===== config.mk =====
export PLATFORM = sky130hd
export DESIGN_NAME = scanline_ctrl
export DESIGN_NICKNAME = d
export VERILOG_FILES = /design/src/rtl/scanline_ctrl.sv
export SDC_FILE = /design/constraint.sdc
export NUM_CORES = 1
export LEC_CHECK = 0
export ABC_AREA = 1
export CORE_ASPECT_RATIO = 1.5
export CORE_MARGIN = 8
export CORE_UTILIZATION = 53
export CTS_CLUSTER_DIAMETER = 120
export DETAILED_ROUTE_END_ITERATION = 8
export PLACE_DENSITY = 0.86
export SYNTH_ARGS = -nofsm -noshare
export SYNTH_HDL_FRONTEND = slang
export SYNTH_SLANG_ARGS = --single-unit

===== constraint.sdc =====
create_clock -name i_clk -period 5.1 [get_ports i_clk]
set_input_delay 1.02 -clock i_clk [delete_from_list [all_inputs] [get_ports i_clk]]
set_output_delay 1.02 -clock i_clk [all_outputs]
set_load 0.05 [all_outputs]

===== src/rtl/scanline_ctrl.sv =====
// scanline_ctrl: fetches one display line of bytes from VRAM into a 32x8
// scanline buffer (write port A), then hands the bytes to the display one
// per pix_req through the asynchronous read port B.
// Every output is driven from a register that is loaded with its next-cycle value.
module scanline_ctrl #(
  parameter int DEPTH = 32
) (
  input  logic        i_clk,
  input  logic        i_reset,
  input  logic        i_line_start,
  input  logic [15:0] i_line_base,
  output logic        o_vram_req,
  output logic [15:0] o_vram_addr,
  input  logic        i_vram_ack,
  input  logic [7:0]  i_vram_data,
  output logic [4:0]  o_buf_addrA,
  output logic        o_buf_wr_csA,
  output logic [7:0]  o_buf_wr_dataA,
  output logic [4:0]  o_buf_addrB,
  input  logic [7:0]  i_buf_rd_dataB,
  input  logic        i_pix_req,
  output logic [7:0]  o_pix_data,
  output logic        o_pix_valid,
  output logic        o_line_ready,
  output logic        o_busy,
  output logic        o_overrun
);

  typedef enum logic [1:0] {
    S_IDLE      = 2'd0,
    S_FETCH_REQ = 2'd1,
    S_WRITE     = 2'd2,
    S_DRAIN     = 2'd3
  } state_t;

  // Index of the last byte of a line in both the fill and drain counters.
  localparam logic [4:0] LAST_IDX = 5'(DEPTH - 1);

  state_t      r_state;
  state_t      w_next_state;

  logic [15:0] r_base;
  logic [4:0]  r_wr_idx;
  logic [4:0]  r_rd_idx;

  logic        r_vram_req;
  logic [15:0] r_vram_addr;
  logic [4:0]  r_buf_addrA;
  logic        r_buf_wr_csA;
  logic [7:0]  r_buf_wr_dataA;
  logic [7:0]  r_pix_data;
  logic        r_pix_valid;
  logic        r_line_ready;
  logic        r_busy;
  logic        r_overrun;

  logic [15:0] w_base_nx;
  logic [4:0]  w_wr_idx_nx;
  logic [4:0]  w_rd_idx_nx;
  logic        w_vram_req_nx;
  logic [15:0] w_vram_addr_nx;
  logic [4:0]  w_buf_addrA_nx;
  logic        w_buf_wr_csA_nx;
  logic [7:0]  w_buf_wr_dataA_nx;
  logic [7:0]  w_pix_data_nx;
  logic        w_pix_valid_nx;
  logic        w_line_ready_nx;
  logic        w_busy_nx;
  logic        w_overrun_nx;

  // State register: reset drops straight to IDLE without waiting for a clock.
  always_ff @(posedge i_clk or posedge i_reset) begin
    if (i_reset) begin
      r_state <= S_IDLE;
    end else begin
      r_state <= w_next_state;
    end
  end

  // Next-state decode; a line_start in DRAIN wins over a pix_req on the same edge.
  always_comb begin
    w_next_state = r_state;
    case (r_state)
      S_IDLE: begin
        if (i_line_start) begin
          w_next_state = S_FETCH_REQ;
        end else begin
          w_next_state = S_IDLE;
        end
      end
      S_FETCH_REQ: begin
        if (i_vram_ack) begin
          w_next_state = S_WRITE;
        end else begin
          w_next_state = S_FETCH_REQ;
        end
      end
      S_WRITE: begin
        if (r_wr_idx == LAST_IDX) begin
          w_next_state = S_DRAIN;
        end else begin
          w_next_state = S_FETCH_REQ;
        end
      end
      S_DRAIN: begin
        if (i_line_start) begin
          w_next_state = S_FETCH_REQ;
        end else if (i_pix_req && (r_rd_idx == LAST_IDX)) begin
          w_next_state = S_IDLE;
        end else begin
          w_next_state = S_DRAIN;
        end
      end
      default: begin
        w_next_state = S_IDLE;
      end
    endcase
  end

  // Output/datapath decode: next values for counters, base and every output.
  always_comb begin
    w_base_nx         = r_base;
    w_wr_idx_nx       = r_wr_idx;
    w_rd_idx_nx       = r_rd_idx;
    w_pix_data_nx     = r_pix_data;
    w_pix_valid_nx    = 1'b0;
    w_overrun_nx      = r_overrun;
    w_buf_wr_csA_nx   = 1'b0;
    w_buf_addrA_nx    = 5'd0;
    w_buf_wr_dataA_nx = 8'd0;
    case (r_state)
      S_IDLE: begin
        if (i_line_start) begin
          w_base_nx    = i_line_base;
          w_wr_idx_nx  = 5'd0;
          w_overrun_nx = 1'b0;
        end else begin
          w_base_nx    = r_base;
        end
      end
      S_FETCH_REQ: begin
        if (i_line_start) begin
          w_overrun_nx = 1'b1;
        end else begin
          w_overrun_nx = r_overrun;
        end
        // The write-port registers double as the holding register for the
        // fetched byte, so the WRITE cycle presents it directly.
        if (i_vram_ack) begin
          w_buf_wr_csA_nx   = 1'b1;
          w_buf_addrA_nx    = r_wr_idx;
          w_buf_wr_dataA_nx = i_vram_data;
        end else begin
          w_buf_wr_csA_nx   = 1'b0;
        end
      end
      S_WRITE: begin
        if (i_line_start) begin
          w_overrun_nx = 1'b1;
        end else begin
          w_overrun_nx = r_overrun;
        end
        if (r_wr_idx == LAST_IDX) begin
          w_rd_idx_nx = 5'd0;
        end else begin
          w_wr_idx_nx = r_wr_idx + 5'd1;
        end
      end
      S_DRAIN: begin
        if (i_line_start) begin
          w_overrun_nx = 1'b1;
          w_base_nx    = i_line_base;
          w_wr_idx_nx  = 5'd0;
          w_rd_idx_nx  = 5'd0;
        end else if (i_pix_req) begin
          w_pix_data_nx  = i_buf_rd_dataB;
          w_pix_valid_nx = 1'b1;
          if (r_rd_idx == LAST_IDX) begin
            w_rd_idx_nx = 5'd0;
          end else begin
            w_rd_idx_nx = r_rd_idx + 5'd1;
          end
        end else begin
          w_pix_valid_nx = 1'b0;
        end
      end
      default: begin
        w_pix_valid_nx = 1'b0;
      end
    endcase

    w_vram_req_nx   = (w_next_state == S_FETCH_REQ);
    w_busy_nx       = (w_next_state == S_FETCH_REQ) || (w_next_state == S_WRITE);
    w_line_ready_nx = (w_next_state == S_DRAIN);
    if (w_vram_req_nx) begin
      w_vram_addr_nx = w_base_nx + {11'd0, w_wr_idx_nx};
    end else begin
      w_vram_addr_nx = 16'd0;
    end
  end

  // Datapath and output registers; all cleared asynchronously by reset.
  always_ff @(posedge i_clk or posedge i_reset) begin
    if (i_reset) begin
      r_base         <= 16'd0;
      r_wr_idx       <= 5'd0;
      r_rd_idx       <= 5'd0;
      r_vram_req     <= 1'b0;
      r_vram_addr    <= 16'd0;
      r_buf_addrA    <= 5'd0;
      r_buf_wr_csA   <= 1'b0;
      r_buf_wr_dataA <= 8'd0;
      r_pix_data     <= 8'd0;
      r_pix_valid    <= 1'b0;
      r_line_ready   <= 1'b0;
      r_busy         <= 1'b0;
      r_overrun      <= 1'b0;
    end else begin
      r_base         <= w_base_nx;
      r_wr_idx       <= w_wr_idx_nx;
      r_rd_idx       <= w_rd_idx_nx;
      r_vram_req     <= w_vram_req_nx;
      r_vram_addr    <= w_vram_addr_nx;
      r_buf_addrA    <= w_buf_addrA_nx;
      r_buf_wr_csA   <= w_buf_wr_csA_nx;
      r_buf_wr_dataA <= w_buf_wr_dataA_nx;
      r_pix_data     <= w_pix_data_nx;
      r_pix_valid    <= w_pix_valid_nx;
      r_line_ready   <= w_line_ready_nx;
      r_busy         <= w_busy_nx;
      r_overrun      <= w_overrun_nx;
    end
  end

  assign o_vram_req     = r_vram_req;
  assign o_vram_addr    = r_vram_addr;
  assign o_buf_addrA    = r_buf_addrA;
  assign o_buf_wr_csA   = r_buf_wr_csA;
  assign o_buf_wr_dataA = r_buf_wr_dataA;
  assign o_buf_addrB    = r_rd_idx;
  assign o_pix_data     = r_pix_data;
  assign o_pix_valid    = r_pix_valid;
  assign o_line_ready   = r_line_ready;
  assign o_busy         = r_busy;
  assign o_overrun      = r_overrun;

endmodule


# Word level (Yosys, flattened, before mapping)
# Index checks and enable logic that the tools add are counted.
# word_totals
reg_bits	71
latchBits	0
ram_bits	0
mem_bits_ro	0
inputBits	37
mem_count	0
# classes
addsub	3
n_mul	0
div	0
magnitude_cmp	0
n_eq_ne	12
shift	0
muxes	29
bitwise	1
reduce_logical	9
# op_table
cell	n
16-bit 2-to-1 mux	3
5-bit 2-to-1 mux	8
5-bit one-hot mux with 2 select lines	2
16-bit by 5-bit adder with 16-bit output	1
8-bit 2-to-1 mux	2
5-bit by 1-bit adder with 5-bit output (second input constant)	2
5-bit equality test (second input constant)	2
2-bit equality test (second input constant)	4
1-bit 2-to-1 mux	8
2-bit 2-to-1 mux	4
2-bit one-hot mux with 4 select lines	1
3-bit AND reduction	2
2-bit by 1-bit equality test with 1-bit output (second input constant)	2
2-bit != test (second input constant)	2
3-bit != test (second input constant)	1
3-bit OR reduction	1
2-bit logical NOT	1
2-bit by 1-bit != test with 1-bit output (second input constant)	1
1-bit one-hot mux with 2 select lines	1
2-bit AND reduction	1
2-bit nonzero test	1
2-bit OR reduction	1
1-bit logical AND	1
1-bit logical OR	1
1-bit NOT	1

# Depth between registers and ports, before layout
# Gate-level depths: netlist (run 1).
# logic_depth
depth_word	7
depth_mapped	20
depth_no_buf	20

# Worst setup path after synthesis (run 1)
# Ideal clock, no wire load.
# synth_timing
path_type	in2reg
from	input port i_line_start
to	register r_vram_addr[11], in the netlist o_vram_addr[11]
setup_time_ps	117
arrival_ps	2668
t_required_ps	4983
setup_slack_ps	2316
cell_stages	15
n_path_buf	0
path_cell_list	inv_2 -> a21oi_1 -> nand2_1 -> a32oi_1 -> inv_1 -> ha_1 -> nand2_1 -> nand2_1 -> nand3_1 -> nand2_1 -> nand3_1 -> nor2_1 -> nand2_1 -> nand2_1 -> nor2_1
# synth_between
elab_chain_cells	4
word_cells_on_any_way	10
# synth_lines
item	line	source
start, declared	10	input logic i_line_start,
5-bit 2-to-1 mux	133, 170	
5-bit one-hot mux with 2 select lines	131	case (r_state)
named net w_wr_idx_nx[1]	58	logic [4:0] w_wr_idx_nx;
16-bit by 5-bit adder with 16-bit output	196	w_vram_addr_nx = w_base_nx + {11'd0, w_wr_idx_nx};
16-bit 2-to-1 mux	195	if (w_vram_req_nx) begin
named net w_vram_addr_nx[11]	61	logic [15:0] w_vram_addr_nx;
end signal, assigned	223	r_vram_addr <= w_vram_addr_nx;
end, declared	47	logic [15:0] r_vram_addr;
# The timed path passes the listed nets, and every way through them passes these cells.
# A chain may end at the register's enable or synchronous reset.

# Final worst setup path (run 1)
# Ends and elaborated chain as after synthesis.

==> PnR_summary.wiki, run 1 <==
{| class="wikitable"
! Metric !! Value
|-
| # diodes || 0
|-
| Longest Clk Path Bufs || 2
|-
| Hold/Removal Path Class || reg2reg
|-
| Top area cells in the synthesized netlist || dfrtp_1 53%, nand2_1 11%, ha_1 5.6%
|-
| Number of iterations in the first detailed-routing pass || 4
|-
| Reg2Reg Depth || 16
|-
| Max_slew headroom || 0.4604
|-
| Total overflow reported by the global router || 0
|-
| Count of synthesis-stage warnings from yosys || 0
|-
| Part of the Yosys area used for sequential elements || 0.5322
|-
| Most frequent CP cell || nand2_1
|-
| RSZ-0062 raised after global routing || no
|-
| Origin of the worst min-delay path || o_pix_data[5]
|-
| GRT Total Usage || 0.1798
|-
| Core Footprint || ~6100 um^2
|-
| Layout cell share with drive strength beyond 1 || 0.09914
|-
| Worst voltage drop across the vdd grid || 0.3408 mV
|-
| Starting DRC count in detailed routing || 121
|-
| Number of cells upsized or downsized after cts || 0
|-
| Total die area || 9147 um^2
|-
| Period minus WS final || 3.595 ns
|-
| Post-detailed-placement half-perimeter wirelength || 6042 um
|-
| Yosys top cell area share || 0.5322
|-
| Via count of the first global-routing pass || about 2900
|-
| Final worst path period share || 0.7050
|-
| Routed vias/inst || just over 5
|-
| Number of buffers added by the clock tree synthesis step || 9
|-
| Post-Syn Instances || about 370
|-
| Global placement routability congestion || ~0.94
|-
| Placed cell area || 4244 um^2
|-
| Slew of the pin with the lowest slew margin || just over 0.8 ns
|-
| Syn Std Cell Area || roughly 3300 um^2
|-
| Endpoint arrival time on the critical path || about 3.8 ns
|-
| Final-layout worst hold slack || roughly 0.47 ns
|-
| Count of maximum capacitance violations || 0
|-
| Setup CP Type || in2reg
|-
| Critical Path RT || approximately 5.3 ns
|-
| Cell type contributing the most total cell area after synthesis || dfrtp_1
|-
| Area overhead of the layout relative to synthesis || 33.47%
|-
| Routed wirelength normalized by instance count || around 15 um
|-
| Pint || 1468 uW
|-
| Total power || 2719 uW
|-
| Number of rows in the core area || 35
|-
| Count of buffers inserted at the top-level ports || 84
|-
| Max-slew violation total from the final report || 0
|-
| Final hold violation count || 0
|-
| Synthesized area divided by synthesized cell count || around 9.1 um^2
|-
| Initial antenna violation count || 0
|-
| Post-route standard cell area excluding fillers || 4456 um^2
|-
| Endpoint of the worst hold path || o_pix_data[5]
|-
| Post-CTS setup-driven buffer insertion count || 0
|-
| Total vias in the final route || 2772
|-
| Clock network fraction of total power || 0.177
|-
| Commonest non-fill, non-tap cells in the layout || 95 x nand2_1, 84 x clkdlybuf4s50_1, 71 x dfrtp_1, 46 x inv_1, 39 x nor2_1
|-
| TritonCTS sink count || 71
|-
| Element type at the critical path start || input pin
|-
| Worst reg2reg startpoint || r_state[0]
|-
| Highest fanout seen on the critical path || 15
|-
| Net Switching || approximately 1300 uW
|-
| Final-layout setup total negative slack || 0 ns
|-
| Hold Buf Count CTS || 0
|-
| Areal power density over the cells || about 610 nW/um^2
|-
| Largest net degree at the start of global routing || 40
|-
| Leakage power figure || 0.002135 uW
|-
| Root buf cell || clkbuf_8
|-
| Effective utilization at floorplan || 0.5445
|-
| Sequential share of power || 0.303
|-
| Syn_nets || ~420
|-
| Die Y || 113.2 um
|-
| Final layout net count || 513
|-
| Skew final || approximately 0.014 ns
|-
| Clock transition at path regs || approximately 0.070 ns
|-
| Boundary pin count || 85
|-
| Wire length of the first global-routing pass || approximately 13000 um
|-
| Worst stage delay on the critical path || roughly 0.45 ns
|-
| Max frequency || between 0.2 and 0.3 GHz
|-
| Post-route core utilization || 0.7267
|-
| Max stage delay cell, worst path || clkdlybuf4s50_1
|-
| Fraction of power consumed by combinational cells || 0.521
|-
| Die span in x || 80.80 um
|-
| RR Endpoint || o_vram_addr[11]
|-
| Setup violations, final || 0
|-
| TritonCTS clock tree || built
|-
| Number of flip-flops and latches in the synthesized netlist || between 70 and 80
|-
| Residual antenna-violating net count after detailed routing || 0
|-
| Worst-Skew Late Latency || roughly 0.34 ns
|-
| Number of H-tree branching levels || 3
|-
| Switching share of total power || 0.4602
|-
| Number of instances on the worst hold path || 2
|-
| Number of DRC violations after detailed routing || 0
|-
| Final wirelength || just under 8000 um
|-
| Critical Path Sink Type || flip-flop
|-
| Run status || complete, no violations
|-
| Timing startpoint of the critical path || i_line_start
|-
| Most common library cell in the layout ignoring fill and taps || nand2_1
|-
| Reg-to-reg slack, setup || between 1.5 and 2 ns
|-
| Ordered cell list for the critical path || clkdlybuf4s50_1 -> buf_4 -> inv_2 -> a21oi_1 -> nand2_1 -> a32oi_1 -> inv_1 -> ha_1 -> nand2_1 -> nand2_1 -> nand3_1 -> nand2_1 -> nand3_1 -> nor2_1 -> nand2_1 -> nand2_1 -> nor2_1
|-
| Unique masters post-synth || 36
|}
## cells in the mapped netlist, drive strengths merged
cell and n:
a32oi 1, clkbuf 1, and2 1, nor3 1, nor2 45, o22ai 1, or2 1, nand4 4
xor2 1, ha 15, o21bai 1, fa 1, dfrtp 71, nand2 108, xnor2 1, a22oi 2
clkinv 1, buf 4, o311ai 1, nand3b 1, o21ai 19, nand3 23, a31oi 2, a21boi 1
inv 49, a21oi 12
## power by group through the flow
| stage | Clock, uW | Sequential (uW) | Combinational, uW |
|---|---|---|---|
| finish | 480 | 823 | 1420 |
| global route | 511 | 845 | 1540 |
| CTS | 488 | 825 | 1420 |
| detailed placement | 0 | 834 | 1420 |
| floorplan | 0 | 1200 | 631 |
| global placement | 0 | 828 | 1380 |
## worst max-delay path by stage
stage	endpoint	slack, ns
after floorplan	asynchronous set/reset pin	2.28
after global placement	o_vram_addr[7]	1.35
after detailed placement	o_vram_addr[11]	1.20
after CTS	o_vram_addr[11]	1.56
after global routing	o_vram_addr[11]	1.18
final	o_vram_addr[11]	1.50
## stage by stage
stage	setup slack (ns)	instances
2_1_floorplan	2.283	368
3_3_place_gp	1.355	523
3_5_place_dp	1.197	523
4_1_cts	1.563	538
5_1_grt	1.183	538
6_report	1.505	538
## registers in the layout (all words and copies together) (netlist names), named ones only
register	count
o_vram_addr	16
o_pix_data	8
r_state	2
o_line_ready	1
o_pix_valid	1
o_vram_req	1
o_buf_addrA	5
o_buf_wr_csA	1
o_overrun	1
o_buf_wr_dataA	8
o_busy	1
r_wr_idx	4
r_base	16
o_buf_addrB	5
## layer usage
metal / up-vias / wire length [um] / GRT usage
li1: 1344 / - / -
met1: 1304 / 3134 / 0.1950
met2: 111 / 4054 / 0.3131
met3: 13 / 581 / 0.05317
met4: 0 / 145 / 0.07186
met5: - / 0 / 0
## cell families (layout without fill, tap and decap cells)
group | after synthesis | count (layout) | share of synthesized area
AO/OA/AOI/OAI | 40 | 40 | 0.07159
XOR/XNOR | 2 | 2 | 0.005248
adder cells (fa/ha/maj) | 16 | 16 | 0.06222
buffers and inverters | 55 | 151 | 0.06896
flip-flops | 71 | 71 | 0.5322
AND/OR/NAND/NOR | 184 | 184 | 0.2597
## worst max-delay path, delay by kind of cell
family,cells,cell delay (ns)
buffers and inverters,4,0.91
AND/OR/NAND/NOR,10,0.98
adder cells (fa/ha/maj),1,0.30
AO/OA/AOI/OAI,2,0.59
## final cells by class
| class | instances | area [um^2] |
|---|---|---|
| clock buffer | 11 | 141.4 |
| clock inverter | 4 | 70.07 |
| fill | 455 | 1675 |
| inverter | 50 | 187.7 |
| multi-input combinational | 242 | 1331 |
| sequential | 71 | 1777 |
| tap | 74 | 92.59 |
| timing repair buffer | 86 | 855.8 |
Note: power is estimated with default switching activity, not from simulation.
==> run 2: changes to the inputs <==
CORE_UTILIZATION = 44   (was 53)
PLACE_DENSITY = 0.76   (was 0.86)
clock period = 3.3 ns   (was 5.1 ns; I/O delays follow)
==> run 2 against run 1 <==
Effect of this change: worst setup slack worse by 1.2 ns; total power is 66% higher; global-route usage is 1.6 points lower; clock skew is 0.0088 ns lower; die area is 17% higher; critical path depth is 2 higher; non-clock buffer count is 6 higher; largest cell class unchanged.
==> PnR_summary.wiki, run 2 (synthesis gave the netlist of run 1 again) <==
{| class="wikitable"
! Metric !! Value
|-
| Run status || complete, no violations
|-
| Most frequent CP cell || inv_1
|-
| Hold Buf Count CTS || 0
|-
| Number of iterations in the first detailed-routing pass || 4
|-
| TritonCTS clock tree || built
|-
| Max_slew headroom || 0.5733
|-
| Worst voltage drop across the vdd grid || 0.4808 mV
|-
| Skew final || between 0.005 and 0.006 ns
|-
| Core Footprint || 7515 um^2
|-
| Count of maximum capacitance violations || 0
|-
| Total vias in the final route || between 2000 and 3000
|-
| Area overhead of the layout relative to synthesis || 39.36%
|-
| Max-slew violation total from the final report || 0
|-
| Total overflow reported by the global router || 0
|-
| Hold/Removal Path Class || reg2reg
|-
| Die Y || 122.7 um
|-
| Longest Clk Path Bufs || 2
|-
| Number of cells upsized or downsized after cts || 0
|-
| Global placement routability congestion || approximately 0.9
|-
| Count of buffers inserted at the top-level ports || 84
|-
| Worst-Skew Late Latency || 0.33 ns
|-
| Setup violations, final || 0
|-
| Post-detailed-placement half-perimeter wirelength || roughly 6100 um
|-
| Buf/Inv on CP || 5
|-
| # placed instances || 557
|-
| Busiest metal layer after global routing || met2
|-
| Endpoint arrival time on the critical path || approximately 3.2 ns
|-
| Final wirelength || slightly above 8000 um
|-
| Layout cell share with drive strength beyond 1 || 0.1168
|-
| Period minus WS final || a little under 3 ns
|-
| Clock transition at path regs || 0.05 ns
|-
| Commonest non-fill, non-tap cells in the layout || 95 x nand2_1, 84 x clkdlybuf4s50_1, 71 x dfrtp_1, 46 x inv_1, 37 x nor2_1
|-
| Number of instances on the worst hold path || 2
|-
| Routed wirelength normalized by instance count || around 14 um
|-
| Total power || around 4500 uW
|-
| Root buf cell || clkbuf_16
|-
| Final layout net count || 519
|-
| Post-route core utilization || 0.6190
|-
| Worst stage delay on the critical path || 0.40 ns
|-
| Slew of the pin with the lowest slew margin || 0.6400 ns
|-
| Ordered cell list for the critical path || inv_1 -> ha_1 -> inv_1 -> nor2_2 -> inv_1 -> o21ai_0 -> o21ai_0 -> inv_1 -> ha_1 -> inv_1 -> fa_1 -> nand3b_1 -> nand2_1 -> nand3_1 -> nand2_2 -> nand3_1 -> nand2_1 -> nand2_1 -> nor2_1
|-
| Highest fanout seen on the critical path || 8
|-
| Areal power density over the cells || 967.7 nW/um^2
|-
| Most common library cell in the layout ignoring fill and taps || nand2_1
|-
| Wire length of the first global-routing pass || between 10000 and 15000 um
|-
| Via count of the first global-routing pass || between 2000 and 3000
|-
| M3 GR Usage || 0.04960
|-
| Total die area || ~11000 um^2
|-
| # diodes || 0
|-
| Setup CP Type || reg2reg
|-
| Initial antenna violation count || 0
|-
| Leakage power figure || 0.002214 uW
|-
| Crit path depth || 19
|-
| Max stage delay cell, worst path || dfrtp_1
|-
| Starting DRC count in detailed routing || 158
|-
| Residual antenna-violating net count after detailed routing || 0
|-
| Largest delay contributor family on the critical path || simple AND/OR/NAND/NOR gates
|-
| Placed cell area || roughly 4300 um^2
|-
| TritonCTS sink count || between 70 and 80
|-
| Critical Path RT || around 3.6 ns
|-
| Critical Path Sink Type || flip-flop
|-
| Final hold violation count || 0
|-
| Post-CTS setup-driven buffer insertion count || 0
|-
| Die span in x || around 87 um
|-
| Post-route standard cell area excluding fillers || 4652 um^2
|-
| Largest net degree at the start of global routing || between 50 and 60
|-
| Met1 demand-to-capacity share in global routing || 0.1696
|-
| Number of DRC violations after detailed routing || 0
|-
| Max frequency || approximately 0.34 GHz
|-
| Number of rows in the core area || 39
|-
| Boundary pin count || between 80 and 90
|-
| Met2 Use GR || 0.2991
|-
| Number of buffers added by the clock tree synthesis step || 9
|-
| Number of H-tree branching levels || 3
|-
| Final-layout setup total negative slack || 0 ns
|-
| Non-Filler Instances || 573
|-
| Effective utilization at floorplan || 0.4442
|-
| Final worst path period share || 0.9020
|-
| Reg2Reg Depth || 19
|-
| Routed vias/inst || 4.834
|-
| Element type at the critical path start || flip-flop
|-
| RSZ-0062 raised after global routing || no
|-
| GRT Total Usage || 0.1643
|}
run 2: final timing paths:
path | startpoint | to | slack (ns)
max | r_state[0] | o_vram_addr[14] | 0.32
min | o_pix_data[1] | o_pix_data[1] | 0.47
max reg2reg | r_state[0] | o_vram_addr[14] | 0.32
min reg2reg | o_pix_data[1] | o_pix_data[1] | 0.47
max in group asynchronous | i_reset | o_pix_data[0] | 2.04
min in group asynchronous | i_reset | o_vram_addr[2] | 0.64
run 2: worst register-to-register path: cells and delay by family (launching register included):
kind                       cells  cell delay (ns)
AOI/OAI and AO/OA              2             0.27
and+or+nand+nor                9             1.01
buffers and inverters          5             0.44
DFF                            1             0.40
adders and majority gates      3             0.79
run 2: area by class of cell:
cell class	instances	area [um^2]
Fill cell	682	2863
Sequential cell	71	1777
Multi-Input combinational cell	242	1336
Timing Repair Buffer	92	913.4
Clock buffer	13	270.3
Inverter	50	187.7
Tap cell	102	127.6
Clock inverter	3	40.04
run 2: through the flow:
| stage | setup WS [ns] | hold slack (ns) |
|---|---|---|
| after global routing | 0.02225 | 0.4918 |
| after detailed placement | 0.06262 | 0.4583 |
| after CTS | 0.2457 | 0.4707 |
| after global placement | 0.1270 | 0.4552 |
| after floorplan | 0.6216 | 0.4482 |
| final | 0.3235 | 0.4653 |
run 2: per-layer routing:
layer  up-vias  wire, um
met4         0       136
met5         -         0
li1       1359         -
met3        13       577
met2        95      4325
met1      1303      3179
run 2: where the power goes:
group	internal, uW	leakage (uW)	switching (uW)	total, uW
logic	713	0.00113	1530	2250
registers	1160	0.000928	115	1270
clock network	644	0.000156	337	981
total	2520	0.00221	1980	4500
==> edit 1, RTL diff (settings of run 2) <==
Take the reset off `r_vram_addr`, `r_buf_addrA`, `r_buf_wr_dataA` and `r_pix_data` and load them in a clocked block of their own.
--- a/src/rtl/scanline_ctrl.sv
+++ b/src/rtl/scanline_ctrl.sv
@@ -206,11 +206,7 @@
       r_wr_idx       <= 5'd0;
       r_rd_idx       <= 5'd0;
       r_vram_req     <= 1'b0;
-      r_vram_addr    <= 16'd0;
-      r_buf_addrA    <= 5'd0;
       r_buf_wr_csA   <= 1'b0;
-      r_buf_wr_dataA <= 8'd0;
-      r_pix_data     <= 8'd0;
       r_pix_valid    <= 1'b0;
       r_line_ready   <= 1'b0;
       r_busy         <= 1'b0;
@@ -220,16 +216,19 @@
       r_wr_idx       <= w_wr_idx_nx;
       r_rd_idx       <= w_rd_idx_nx;
       r_vram_req     <= w_vram_req_nx;
-      r_vram_addr    <= w_vram_addr_nx;
-      r_buf_addrA    <= w_buf_addrA_nx;
       r_buf_wr_csA   <= w_buf_wr_csA_nx;
-      r_buf_wr_dataA <= w_buf_wr_dataA_nx;
-      r_pix_data     <= w_pix_data_nx;
       r_pix_valid    <= w_pix_valid_nx;
       r_line_ready   <= w_line_ready_nx;
       r_busy         <= w_busy_nx;
       r_overrun      <= w_overrun_nx;
     end
+  end
+
+  always_ff @(posedge i_clk) begin
+    r_vram_addr    <= w_vram_addr_nx;
+    r_buf_addrA    <= w_buf_addrA_nx;
+    r_buf_wr_dataA <= w_buf_wr_dataA_nx;
+    r_pix_data     <= w_pix_data_nx;
   end
 
   assign o_vram_req     = r_vram_req;
Function: changed (Yosys sat finds a counterexample within 4 cycles, from zero or initial values and one cycle with i_reset high).
==> edit 1 against run 2 <==
  * Worst setup slack worse by 0.096 ns
  * Sequential cell count stayed put
  * Total power is 21% lower
  * Cell area is 10% lower
  * Hold slack better by 0.020 ns
  * Synthesized area is 8.8% lower
  * Combinational power is 22% lower
  * Count of clock-buffer cells in the layout is 3 lower
  * Cell count is 8.2% lower
  * Routed wire length is 14% lower
  * Critical path type unchanged
==> edit 1: results (changes against run 2) <==
- Outcome: completed (unchanged)
- Top cells by count, synth: 85 x nand2_1, 46 x inv_1, 44 x nor2_1, 34 x dfrtp_1, 29 x dfxtp_1 (was 95 x nand2_1, 71 x dfrtp_1, 47 x inv_1, 39 x nor2_1, 19 x o21ai_0)
- Fraction of registers with async set or reset after synthesis: 47.9% (was 100%)
- Port Buffers: 84 (unchanged)
- Maximum VDD drop: 0.000515 V (was 0.000481 V)
- Max Root-Sink Buffers: 2 (unchanged)
- CP arrival: 3.34 ns (was 3.23 ns)
- Post-synthesis cell type count: 30 (was 36)
- Post-DP HPWL: 5590 um (was 6060 um)
- Row count: 37 (was 39)
- Diode count: 0 (unchanged)
- Seq/Total Area, Yosys: 54.9% (was 53.2%)
- Worst Clk Skew: 0.00809 ns (was 0.00551 ns)
- Yosys warns: 0 (unchanged)
- Layout cells sized above 1: 7.59% (was 11.7%)
- Initial antenna violation count: 0 (unchanged)
- Slew @ Worst Pin: 0.667 ns (was 0.640 ns)
- Vias per std cell: 4.87 (was 4.83)
- Worst-path clk slew: 0.07 ns (was 0.05 ns)
- Mapped Avg Cell Area: 8.80 um2 (was 9.07 um2)
- CTS Root Cell: clkbuf_8 (was clkbuf_16)
- Worst Min Path Start: r_base[3] (was o_pix_data[1])
- Placed inst area: 0.00397 mm2 (was 0.00434 mm2)
- Synth top area cells: dfrtp_1 28%, dfxtp_1 19%, nand2_1 10% (was dfrtp_1 53%, nand2_1 11%, ha_1 5.6%)
- Critical path fanouts, max: 5 (was 8)
- Fill count: 584 (was 682)
- Remaining antenna violation count after routing: 0 (unchanged)
- Fin cells: 526 (was 573)
- Global-route wire length before repair: 11800 um (was 13600 um)
- Leak: 1.91 nW (was 2.21 nW)
- Worst-Skew Late Latency: 0.34 ns
- DR iter-0 viols: 79 (was 158)
- Wire length per cell: 13.5 um (was 14.3 um)
- Fin nets: 497 (was 519)
- Placed Cells: 508 (was 557)
- Prevailing post-synth register cell: dfrtp_1 (unchanged)
- CTS H-tree lvls: 3 (unchanged)
- RD Place Congestion: 0.856 (was 0.898)
- Post-synth EDFFs: 8 (was 0)
- TritonRoute pass-1 iters: 4 (unchanged)
- Largest net degree at the start of global routing: 35 (was 57)
- Vias in the first global route: 2608 (was 2917)
- Worst hold path type: reg -> reg (unchanged)
- Crit path launch: r_state[0] (unchanged)
- Syn Nets: 400 (was 421)
- TritonCTS Buffers: 9 (unchanged)
- All-layer global routing usage: 14.6% (was 16.4%)
## edit 1: changes by cell type in the layout (fill, tap and decap cells not counted), sizes merged, moves of 2 or more
cell,change
nand2,-19
inv,-3
dfrtp,-37
clkinv,+3
nor2,+2
clkbuf,-3
dfxtp,+29
nand4,-2
a21oi,+4
edfxtp,+8
o221ai,+2
nor3,+2
o21ai,-4
## edit 1: cell families after synthesis
family / after synthesis / synth area share, %
flops: 71 / 54.9
compound gates: 42 / 7.89
buf+inv: 52 / 7.48
fa+ha+maj: 17 / 7.23
xor+xnor: 1 / 0.288
simple gates: 163 / 22.2
## edit 1: worst max-delay path, stage by stage, from the launching register on
cell        delay, ns
dfrtp_1          0.42
inv_1            0.10
ha_1             0.39
clkinvlp_4       0.16
a21oi_4          0.17
inv_1            0.08
o21ai_0          0.17
o221ai_1         0.18
ha_1             0.40
nand2_1          0.11
nor2_1           0.12
nand2_1          0.06
nand3_1          0.09
nand2_1          0.13
nor2_1           0.15
o21ai_0          0.09
nor2_1           0.16
## edit 1: path summary, 6_finish.rpt
check,end,slack [ns],cells past startpoint
setup / recovery,o_vram_addr[9],0.23,16
hold / removal,r_base[3],0.49,2
setup reg to reg,o_vram_addr[9],0.23,16
hold reg to reg,r_base[3],0.49,2
max in group asynchronous,r_base[0],2.27,3
min in group asynchronous,o_buf_addrB[0],0.71,3
## edit 1: power breakdown
| part | leakage [nW] | total, mW | switching [mW] | internal, mW |
|---|---|---|---|---|
| Sequential | 0.747 | 1.20 | 0.0804 | 1.12 |
| Clock | 0.0898 | 0.581 | 0.311 | 0.270 |
| Combinational | 1.08 | 1.76 | 1.19 | 0.572 |
| Total | 1.91 | 3.54 | 1.58 | 1.96 |
## edit 1: what timing repair did
action                                  4_1_cts  5_1_grt
gates resized for setup                       0        3
endpoints found under the setup margin        0       11
hold buffers                                  0        0
setup buffers                                 0        2
## edit 1: stage by stage
step                total power [mW]  setup WS [ns]  hold slack, ns  util [%]  setup TNS, ns
floorplan                       2.45          0.611           0.448         -              0
global placement                2.88         0.0290           0.466      58.3              0
detailed placement              2.92        -0.0205           0.478      58.3        -0.0205
CTS                             3.51         0.0730           0.494      60.7              0
global route                    3.79        -0.0110           0.521      61.2        -0.0110
finish                          3.54          0.228           0.485      61.2              0
## edit 1: area by class of cell
type,count,area share (%)
timing repair buffer,91,21.5
sequential,71,40.1
clock inverter,6,0.901
inverter,47,4.33
tap,78,2.34
clock buffer,10,3.06
multi-input combinational,223,27.8
## edit 1: layer usage
layer | share of wire [%] | GRT usage (%) | routed length (um) | vias to the layer above
met3 | 5.6 | 4.50 | 400 | 13
met5 | 0 | 0 | 0 | -
met1 | 41 | 15.7 | 2900 | 1175
met2 | 51 | 24.6 | 3630 | 77
li1 | - | - | - | 1297
met4 | 2.4 | 7.92 | 172 | 0
==> edit 2, RTL diff (config.mk and constraints of run 2) <==
Without the edit above. Set the parameter `DEPTH` to 16 (it was 32).
--- a/src/rtl/scanline_ctrl.sv
+++ b/src/rtl/scanline_ctrl.sv
@@ -3,7 +3,7 @@
 // per pix_req through the asynchronous read port B.
 // Every output is driven from a register that is loaded with its next-cycle value.
 module scanline_ctrl #(
-  parameter int DEPTH = 32
+  parameter int DEPTH = 16
 ) (
   input  logic        i_clk,
   input  logic        i_reset,
Behaviour: no difference found for any inputs over 10 cycles, from zero or initial values and one cycle with i_reset high; that may be too few to reach the edited logic, so the function may still have changed.
==> edit 2 against run 2 <==
  * Largest power group unchanged
  * Total power up 0.76%
  * Cell count up 0.70%
  * Critical path depth down 2
  * Routed wire length down 0.43%
  * Worst setup slack better by 0.048 ns
  * Largest cell class unchanged
  * Critical endpoint is now o_vram_addr[10]
  * Sequential cell count unchanged
  * Synthesized area up 3.6%
  * Highest routed layer unchanged
  * Clock power up 0.6%
  * Cell area up 2.2%
==> edit 2: results (changes against run 2) <==
- Setup Slack @ Placement: 0.0927 ns (was 0.0626 ns)
- Top cells by count, synth: 82 x nand2_1, 71 x dfrtp_1, 46 x inv_1, 44 x nor2_1, 19 x a21oi_1 (was 95 x nand2_1, 71 x dfrtp_1, 47 x inv_1, 39 x nor2_1, 19 x o21ai_0)
- Leak: 2.38 nW (was 2.21 nW)
- Global-route wire length before repair: 13500 um (was 13600 um)
- Placed Cells: 561 (was 557)
- Delay-heaviest family, CP: adder cells (was simple AND/OR/NAND/NOR gates)
- Met2 wire length: 4070 um (was 4330 um)
- Outcome: completed (unchanged)
- Non-clock buffers: 94 (was 92)
- RD Place Congestion: 0.832 (was 0.898)
- Wire length per cell: 14.2 um (was 14.3 um)
- Synth Area in Compound Gates: 5.54% (was 7.16%)
- XOR/XNOR Fraction of Synth Area: 0.760% (was 0.525%)
- Syn-to-layout area delta: 37.5% (was 39.4%)
- Global-route track usage on met3: 6.01% (was 4.96%)
- Multi-input combinational area share: 30.1% (was 28.7%)
- Worst Clk Skew: 0.00545 ns (was 0.00551 ns)
- Post-synth top area share: 51.4% (was 53.2%)
- Maximum VDD drop: 0.000560 V (was 0.000481 V)
- Largest net degree at the start of global routing: 30 (was 57)
- Met2 usage: 26.7% (was 29.9%)
- Slew HR: 60.6% (was 57.3%)
- WL met3: 655 um (was 577 um)
- Synth Area in Adders: 5.64% (was 6.22%)
- Vias in the first global route: 2906 (was 2917)
- Nonclk inv count: 52 (was 50)
- Buffer share of cell area: 19.3% (was 19.6%)
- Post-DP HPWL: 6410 um (was 6060 um)
edit 2: logic make-up (layout without fill, tap and decap cells):
family | after synthesis | in the layout
AND/OR/NAND/NOR | 187 | 187
flip-flops | 71 | 71
buffers and inverters | 58 | 162
AO/OA/AOI/OAI | 37 | 37
adder cells (fa/ha/maj) | 15 | 15
XOR/XNOR | 3 | 3
edit 2: worst min-delay path: stages, from the launching register on:
cell,delay [ns]
dfrtp_1,0.34
nand2_1,0.05
nand2_1,0.05
edit 2: report_power, final:
group	switching [mW]	internal, mW	total [mW]
sequential	0.123	1.16	1.29
combinational	1.54	0.720	2.26
clock	0.343	0.644	0.987
edit 2: worst paths after layout:
path | endpoint | slack (ns) | cells past startpoint
hold / removal | o_pix_data[5] | 0.47 | 2
hold reg to reg | o_pix_data[5] | 0.47 | 2
setup / recovery | o_vram_addr[10] | 0.37 | 17
min in group asynchronous | r_wr_idx[4] | 0.72 | 2
setup reg to reg | o_vram_addr[10] | 0.37 | 17
max in group asynchronous | o_buf_addrB[3] | 1.86 | 3
